==> src/rtl/reg_bank_arbiter.sv <==
// Round-robin arbiter that serialises NREQ requesters onto one register bank.
// Each granted write takes three cycles (IDLE -> GRANT -> WRITE); reads are combinational.
module reg_bank_arbiter #(
    parameter int NREQ  = 4,
    parameter int WIDTH = 8,
    parameter int DEPTH = 8,
    parameter int AW    = 3
) (
    input  logic                    Clk,
    input  logic                    Resetn,
    input  logic [NREQ-1:0]         Req,
    input  logic [NREQ*AW-1:0]      WrAddr,
    input  logic [NREQ*WIDTH-1:0]   WrData,
    output logic [NREQ-1:0]         Grant,
    output logic [NREQ-1:0]         Ack,
    output logic                    Busy,
    input  logic [AW-1:0]           RdAddr,
    output logic [WIDTH-1:0]        RdData
);

    localparam int PW = (NREQ > 1) ? $clog2(NREQ) : 1;

    typedef enum logic [1:0] {
        ST_IDLE  = 2'd0,
        ST_GRANT = 2'd1,
        ST_WRITE = 2'd2
    } state_e;

    state_e             state_q, state_d;
    logic [PW-1:0]      ptr_q, ptr_d;
    logic [PW-1:0]      owner_q, owner_d;
    logic [NREQ-1:0]    grant_q, grant_d;
    logic [AW-1:0]      hold_addr_q, hold_addr_d;
    logic [WIDTH-1:0]   hold_data_q, hold_data_d;
    logic [WIDTH-1:0]   bank_q [DEPTH];

    logic               win_found_s;
    logic [PW-1:0]      win_idx_s;
    logic [PW-1:0]      cand_s;
    logic [NREQ-1:0]    ack_s;
    logic               busy_s;
    logic               commit_s;

    function automatic logic [NREQ-1:0] onehot(input logic [PW-1:0] idx);
        logic [NREQ-1:0] vec;
        vec      = {NREQ{1'b0}};
        vec[idx] = 1'b1;
        return vec;
    endfunction

    // Winner search: first asserted request starting at the round-robin pointer
    always_comb begin
        win_found_s = 1'b0;
        win_idx_s   = {PW{1'b0}};
        cand_s      = {PW{1'b0}};
        for (int k = 0; k < NREQ; k++) begin
            cand_s = PW'((int'(ptr_q) + k) % NREQ);
            if (!win_found_s && Req[cand_s]) begin
                win_found_s = 1'b1;
                win_idx_s   = cand_s;
            end else begin
                win_found_s = win_found_s;
            end
        end
    end

    // FSM state register
    always_ff @(posedge Clk or negedge Resetn) begin
        if (!Resetn) begin
            state_q <= ST_IDLE;
        end else begin
            state_q <= state_d;
        end
    end

    // FSM next-state logic; a withdrawn request in GRANT aborts the transaction
    always_comb begin
        state_d = state_q;
        case (state_q)
            ST_IDLE: begin
                if (win_found_s) state_d = ST_GRANT;
                else             state_d = ST_IDLE;
            end
            ST_GRANT: begin
                if (Req[owner_q]) state_d = ST_WRITE;
                else              state_d = ST_IDLE;
            end
            ST_WRITE: state_d = ST_IDLE;
            default:  state_d = ST_IDLE;
        endcase
    end

    // FSM outputs decoded from the registered state
    always_comb begin
        ack_s    = {NREQ{1'b0}};
        busy_s   = 1'b0;
        commit_s = 1'b0;
        case (state_q)
            ST_IDLE:  busy_s = 1'b0;
            ST_GRANT: busy_s = 1'b1;
            ST_WRITE: begin
                busy_s   = 1'b1;
                commit_s = 1'b1;
                ack_s    = onehot(owner_q);
            end
            default:  busy_s = 1'b0;
        endcase
    end

    // Datapath next-state: owner/grant selection, operand capture, pointer advance
    always_comb begin
        ptr_d       = ptr_q;
        owner_d     = owner_q;
        grant_d     = grant_q;
        hold_addr_d = hold_addr_q;
        hold_data_d = hold_data_q;
        case (state_q)
            ST_IDLE: begin
                if (win_found_s) begin
                    owner_d = win_idx_s;
                    grant_d = onehot(win_idx_s);
                end else begin
                    grant_d = {NREQ{1'b0}};
                end
            end
            ST_GRANT: begin
                if (Req[owner_q]) begin
                    hold_addr_d = WrAddr[owner_q*AW +: AW];
                    hold_data_d = WrData[owner_q*WIDTH +: WIDTH];
                end else begin
                    grant_d = {NREQ{1'b0}};
                end
            end
            ST_WRITE: begin
                grant_d = {NREQ{1'b0}};
                if (owner_q == PW'(NREQ - 1)) ptr_d = {PW{1'b0}};
                else                          ptr_d = owner_q + PW'(1);
            end
            default: grant_d = {NREQ{1'b0}};
        endcase
    end

    // Datapath registers
    always_ff @(posedge Clk or negedge Resetn) begin
        if (!Resetn) begin
            ptr_q       <= {PW{1'b0}};
            owner_q     <= {PW{1'b0}};
            grant_q     <= {NREQ{1'b0}};
            hold_addr_q <= {AW{1'b0}};
            hold_data_q <= {WIDTH{1'b0}};
        end else begin
            ptr_q       <= ptr_d;
            owner_q     <= owner_d;
            grant_q     <= grant_d;
            hold_addr_q <= hold_addr_d;
            hold_data_q <= hold_data_d;
        end
    end

    // Storage bank; only the WRITE state commits
    always_ff @(posedge Clk or negedge Resetn) begin
        if (!Resetn) begin
            for (int i = 0; i < DEPTH; i++) begin
                bank_q[i] <= {WIDTH{1'b0}};
            end
        end else if (commit_s) begin
            bank_q[hold_addr_q] <= hold_data_q;
        end else begin
            bank_q[hold_addr_q] <= bank_q[hold_addr_q];
        end
    end

    assign Grant  = grant_q;
    assign Ack    = ack_s;
    assign Busy   = busy_s;
    assign RdData = bank_q[RdAddr];

endmodule

==> config.mk <==
export PLATFORM = sky130hd
export DESIGN_NAME = reg_bank_arbiter
export DESIGN_NICKNAME = d
export VERILOG_FILES = /design/src/rtl/reg_bank_arbiter.sv
export SDC_FILE = /design/constraint.sdc
export NUM_CORES = 1
export LEC_CHECK = 0
export CORE_ASPECT_RATIO = 0.9
export CORE_MARGIN = 2
export CORE_UTILIZATION = 45
export DETAILED_ROUTE_END_ITERATION = 12
export PLACE_DENSITY = 0.78
export SYNTH_ARGS = -nofsm -noshare
export SYNTH_HDL_FRONTEND = slang
export SYNTH_SLANG_ARGS = --single-unit
export TNS_END_PERCENT = 100
==> constraint.sdc <==
create_clock -name Clk -period 2.9 [get_ports Clk]
set_input_delay 0.87 -clock Clk [delete_from_list [all_inputs] [get_ports Clk]]
set_output_delay 0.87 -clock Clk [all_outputs]
set_load 0.01 [all_outputs]
==> run_results.csv, run 1 <==
group,metric,value,unit
placement,post-place-ws,-847,ps
yosys,synth_edf_count,0,
drt,postRouteAntennaNets,0,
placement,numPortBuffers,69,
yosys,syn_inst,484,
cts,cts-root-buf,"clkbuf_16",
cts,ctsHoldBuffers,0,
yosys,synthArstFlopShare,100,%
die,ios,70,
drt,drc,0,
drt,wire_per_inst,20.3,µm
cts,cts_buffer_depth,2,
cts,numCtsBuffers,9,
die,row_count,36,
finish,fin_area,6400,µm²
setup_path,arrival,2090,ps
run,max-cap-violations,0,
pwr,totalPowerFinal,6.69,mW
finish,final_common_cell,"nand2_1",
setup_path,critPathCaptureType,"output pin",
finish,fin_nets,616,
pwr,power.density,1040,nW/µm²
timing,final_min_period_over_clock_period,102,%
setup_path,reg2reg_depth,5,
yosys,yosysSeqAreaShare,41.9,%
yosys,synth_ff_type,"dfrtp_1",
yosys,synthesis.nets,544,
placement,dp_hpwl,9650,µm
yosys,avgSynthCellArea,10.5,µm²
pwr,power.leakage,2.61,nW
setup_path,cpMaxStageDelayCell,"mux4_2",
min_path,hold_class,"register to register",
timing,skew,4.68,ps
setup_path,r2r_slack,470,ps
setup_path,crit_top_cell,"buf_6",
setup_path,crit_type,"input port to output pin",
yosys,ys_types,50,
finish,final_cell_mix,"nand2_1, dfrtp_1, clkdlybuf4s50_1",
run_status,status,"finished, violations left",
min_path,worstHoldEndpoint,"hold_data_q[4]",
die,die_x,116,µm
setup_path,crit_path_max_incr_delay,480,ps
cts,worstSkewPairLatency,340,ps
setup_path,r2r_start,"hold_addr_q[1]",
timing,fmax,338,MHz
timing,rsz0062_at_grt,"true",
cts,clkTransAtPathRegs,60,ps
timing,report.final.slew_viol_count,0,
global_route,grt_max_degree,43,
setup_path,path_cells,"buf_8 > buf_16 > buf_6 > mux4_2 > mux2_4 > buf_6",
die,core_area,10900,µm²
global_route,antenna_found_initial,0,
global_route,grt_overflow,0,
min_path,min_from,"hold_data_q[4]",
global_route,grt_pass1_wl,23400,µm
drt,drtPass1Iterations,5,
cts,cts_sinks,85,
drt,drt_first_iter_violations,428,
finish,areaGrowthSynthToFinish,26.0,%
global_route,first_global_vias,4485,
timing,finalHoldViolCount,0,
die,initial_core_util,46.6,%
cts,ctsHtreeMaxLevel,3,
yosys,syn_area,5080,µm²
finish,diodes,0,
placement,dpl_cell_area,5970,µm²
min_path,whs_path_depth,2,
timing,setup_viol,3,
setup_path,worstPathRequired,2030,ps
timing,worst_slack,-62.2,ps
placement,place.gp.congestion,0.883,
drt,vias_per_cell,6.10,
run_status,failed_checks,"setup timing",
timing,min_period,2960,ps
die,die_h,105,µm
yosys,synth-seq-cells,85,
timing,worst_slew_pin_slew,907,ps
global_route,grt_usage,24.9,%
timing,relSlewSlack,39.5,%
timing,holdWs,483,ps
finish,drive_gt1_share,20.0,%
drt,wl,14500,µm
pwr,ir_worst_vdd,441,µV
drt,routed-via-count,4343,
setup_path,path_max_fanout,8,
yosys,ys_warn_count,0,
setup_path,rr_endpoint,"bank_q[27]",
die,die-area,12200,µm²
setup_path,critPathLaunchType,"input port",
cts,tritoncts,"built",
==> logic make-up (layout without fill, tap and decap cells) <==
logic type | count (synthesis) | after routing | share of synthesized area, %
adders and majority gates | 7 | 7 | 1.72
buffers and inverters | 46 | 122 | 4.39
muxes | 49 | 49 | 17.5
AOI/OAI and AO/OA | 122 | 122 | 16.5
DFF | 85 | 85 | 41.9
and+or+nand+nor | 175 | 175 | 18.0
==> worst max-delay path: cells and delay by family <==
family / cells / cell delay [ps]
muxes: 2 / 770
buffers and inverters: 4 / 450
==> worst max path at each step <==
stage / start / endpoint / cells past startpoint
after detailed placement: RdAddr[0] / RdData[4] / 5
final: RdAddr[0] / RdData[3] / 6
after CTS: RdAddr[0] / RdData[3] / 6
after global placement: RdAddr[0] / RdData[7] / 5
after floorplan: RdAddr[0] / RdData[4] / 4
after global routing: RdAddr[0] / RdData[3] / 6
==> cell type report <==
type	instances	area [µm²]
clock buffer	11	243
clock inverter	4	72.6
fill	918	4500
inverter	9	33.8
multi-input combinational	353	2740
sequential	85	2130
tap	152	190
timing repair buffer	98	990
==> timing repair <==
| item | 4_1_cts | 5_1_grt |
|---|---|---|
| endpoints found under the setup margin | 8 | 6 |
| pin swaps | 0 | 0 |
| resized for setup | 57 | 0 |
| cloned | 1 | 0 |
| buffers inserted | 9 | 0 |
==> metal layers <==
metal	track usage [%]	wire (µm)	vias to the layer above
li1	-	-	1934
met1	32.8	5810	2190
met2	40.1	7320	187
met3	6.09	998	32
met4	8.42	338	0
met5	0	0	-
==> metrics by stage <==
| stage | instances | TNS [ps] | util [%] |
|---|---|---|---|
| 2_1_floorplan | 484 | 0 | - |
| 3_3_place_gp | 687 | -6420 | 54.8 |
| 3_5_place_dp | 687 | -6590 | 54.8 |
| 4_1_cts | 712 | -126 | 58.7 |
| 5_1_grt | 712 | -301 | 58.7 |
| 6_report | 712 | -119 | 58.7 |
==> synth_stat cells, types with 2 or more instances <==
library cell	count	share of area, %
a2111oi_4	2	1.1
a21o_1	2	0.30
a21oi_1	32	3.2
a22o_1	5	0.86
a32o_1	8	1.6
a41oi_1	2	0.34
and2_1	8	0.99
and3b_1	4	0.69
and4b_1	3	0.59
buf_2	16	1.6
buf_4	2	0.30
buf_6	3	0.67
clkbuf_1	15	1.1
dfrtp_1	85	42
ha_1	7	1.7
inv_1	7	0.52
inv_2	2	0.15
mux2_2	10	2.2
mux2i_1	8	1.6
mux4_2	31	14
nand2_1	101	7.5
nand2b_1	8	0.99
nand3_1	4	0.39
nand3b_1	4	0.59
nor2_1	6	0.44
nor2b_1	9	1.1
nor3b_2	2	0.49
nor4_1	3	0.37
nor4b_1	9	1.6
nor4bb_1	4	0.79
o21ai_0	28	2.8
o21ai_1	16	1.6
o2bb2ai_1	2	0.34
o31ai_1	17	2.5
or3b_2	4	0.69
==> power by group <==
part           switching, mW  total, mW  leakage, nW  internal, mW
clock                  0.469       1.24        0.152         0.772
sequential             0.543       2.21         1.05          1.67
combinational           1.76       3.23         1.41          1.47
==> state kept, by name, indices dropped and copies added, names as in the netlist <==
| signal | cells |
|---|---|
| hold_addr_q | 3 |
| ptr_q | 2 |
| state_q | 2 |
| owner_q | 2 |
| bank_q | 64 |
| hold_data_q | 8 |
| Grant | 4 |
Note: power is estimated with default switching activity, not from simulation.
==> run 2, diff against run 1 <==
CORE_UTILIZATION = 50   (was 45)
PLACE_DENSITY = default   (was 0.78)
PLACE_DENSITY_LB_ADDON = 0.12   (was default)
==> run_results.csv, run 2 (synthesis gave the netlist of run 1 again) <==
group,metric,value,unit
pwr,ir_worst_vdd,595,µV
cts,ctsHtreeMaxLevel,3,
cts,ctsHoldBuffers,0,
placement,place.gp.congestion,0.859,
run,max-cap-violations,0,
finish,fillers,779,
timing,min_period,2960,ps
die,ios,70,
finish,final-seq-area,2130,µm²
drt,drtPass1Iterations,5,
pwr,totalPowerFinal,6.68,mW
cts,cts-root-buf,"clkbuf_16",
drt,postRouteAntennaNets,0,
timing,finalHoldViolCount,0,
finish,areaGrowthSynthToFinish,26.6,%
timing,worst_slew_pin_slew,775,ps
finish,largest_register,"bank_q",
global_route,grt_pass1_wl,22200,µm
drt,vias_per_cell,6.06,
cts,worstSkewPairLatency,340,ps
cts,cts_buffer_depth,2,
finish,multi_input_area,2750,µm²
setup_path,crit_path_max_incr_delay,490,ps
die,row_count,34,
cts,numCtsBuffers,9,
global_route,grt_overflow,0,
setup_path,crit_top_cell,"buf_8",
pwr,power.leakage,2.64,nW
finish,drive_gt1_share,20.7,%
global_route,grt_usage,26.1,%
pwr,power.density,1040,nW/µm²
timing,report.final.slew_viol_count,0,
cts,tritoncts,"built",
finish,instances_no_fill,690,
timing,relSlewSlack,48.3,%
drt,wire_per_inst,19.4,µm
finish,diodes,0,
global_route,grt_max_degree,46,
drt,wl,13400,µm
timing,final_min_period_over_clock_period,102,%
drt,top_layer_used,"met4",
placement,post-place-ws,-841,ps
min_path,hold_class,"register to register",
global_route,first_global_vias,4340,
global_route,antenna_found_initial,0,
die,die_x,110,µm
timing,rsz0062_at_grt,"true",
run_status,failed_checks,"setup timing",
finish,fin_nets,619,
timing,setup_viol,5,
placement,dp_hpwl,9340,µm
setup_path,path_cells,"buf_8 > buf_16 > buf_8 > mux4_2 > mux2_4 > buf_6",
die,die-area,11000,µm²
drt,drt_first_iter_violations,420,
drt,routed-via-count,4180,
run_status,status,"finished, violations left",
die,core_area,9780,µm²
timing,skew,7.09,ps
setup_path,worstPathRequired,2030,ps
min_path,whs_path_depth,2,
setup_path,critPathLaunchType,"input port",
drt,wl_met1,5900,µm
setup_path,arrival,2090,ps
placement,place_inst,666,
finish,final_cell_mix,"nand2_1, dfrtp_1, clkdlybuf4s50_1",
timing,worst_slack,-55.3,ps
setup_path,path_max_fanout,5,
placement,numPortBuffers,69,
timing,fmax,338,MHz
setup_path,crit_type,"input port to output pin",
drt,met3_length,795,µm
finish,largest_register_ffs,64,
cts,clkTransAtPathRegs,60,ps
die,die_h,99.6,µm
finish,final_common_cell,"nand2_1",
drt,drc,0,
cts,cts_sinks,85,
setup_path,cpMaxStageDelayCell,"mux4_2",
die,initial_core_util,51.9,%
setup_path,reg2reg_depth,6,
setup_path,critPathCaptureType,"output pin",
drt,wl_met2,6470,µm
-- run 2: cell count changes in the layout (fill, tap and decap cells not counted), sizes merged --
| cell | change |
|---|---|
| clkdlybuf4s50 | +1 |
| clkinv | +2 |
| buf | +3 |
| clkbuf | -1 |
| dlygate4sd2 | -1 |
-- run 2: through the flow --
step	TNS [ps]	cell area, µm²	hold slack (ps)	util, %
CTS	-153	6390	484	65.3
finish	-161	6430	478	65.7
floorplan	0	5090	446	-
global placement	-6480	5950	465	60.8
global route	-288	6430	515	65.7
detailed placement	-6570	5950	469	60.8
-- run 2: final cells by class --
type | instances | share of cell area [%]
Tap cell | 126 | 2.45
Inverter | 9 | 0.526
Sequential cell | 85 | 33.1
Clock inverter | 6 | 1.34
Timing Repair Buffer | 101 | 16.1
Clock buffer | 10 | 3.72
Multi-Input combinational cell | 353 | 42.8
-- run 2: report_power, final --
part	internal (mW)	leakage, nW	switching, mW
registers	1.67	1.05	0.462
logic	1.53	1.43	1.75
clock network	0.776	0.158	0.483
total	3.98	2.64	2.70
-- run 2: metal layers --
| metal | vias up | GRT usage, % |
|---|---|---|
| met4 | 0 | 7.02 |
| met2 | 124 | 40.2 |
| met1 | 2096 | 38.3 |
| li1 | 1943 | - |
| met5 | - | 0 |
| met3 | 17 | 4.72 |
-- run 2: final timing paths --
check                               startpoint        endpoint  slack, ps
max in group asynchronous               Resetn      bank_q[37]       1680
worst min-delay path            hold_data_q[3]  hold_data_q[3]        480
worst max register to register  hold_addr_q[0]      bank_q[55]        600
min in group asynchronous               Resetn        Grant[0]        530
worst min register to register  hold_data_q[3]  hold_data_q[3]        480
worst max-delay path                 RdAddr[0]       RdData[4]        -60
-- run 2: worst max-delay path, delay by kind of cell --
family	cells	cell delay [ps]
multiplexers	2	780
buffers and inverters	4	440
-- run 2: what timing repair did --
action	CTS	global route
gates resized for setup	56	6
cloned	1	0
setup buffers	6	1
pin swaps	0	0
endpoints found under the setup margin	8	8
==> run 3, diff against run 2 <==
HOLD_SLACK_MARGIN = 0.02   (was default)
==> results of run 3 <==
The final DEF is identical to that of run 2; final timing and power are the same.
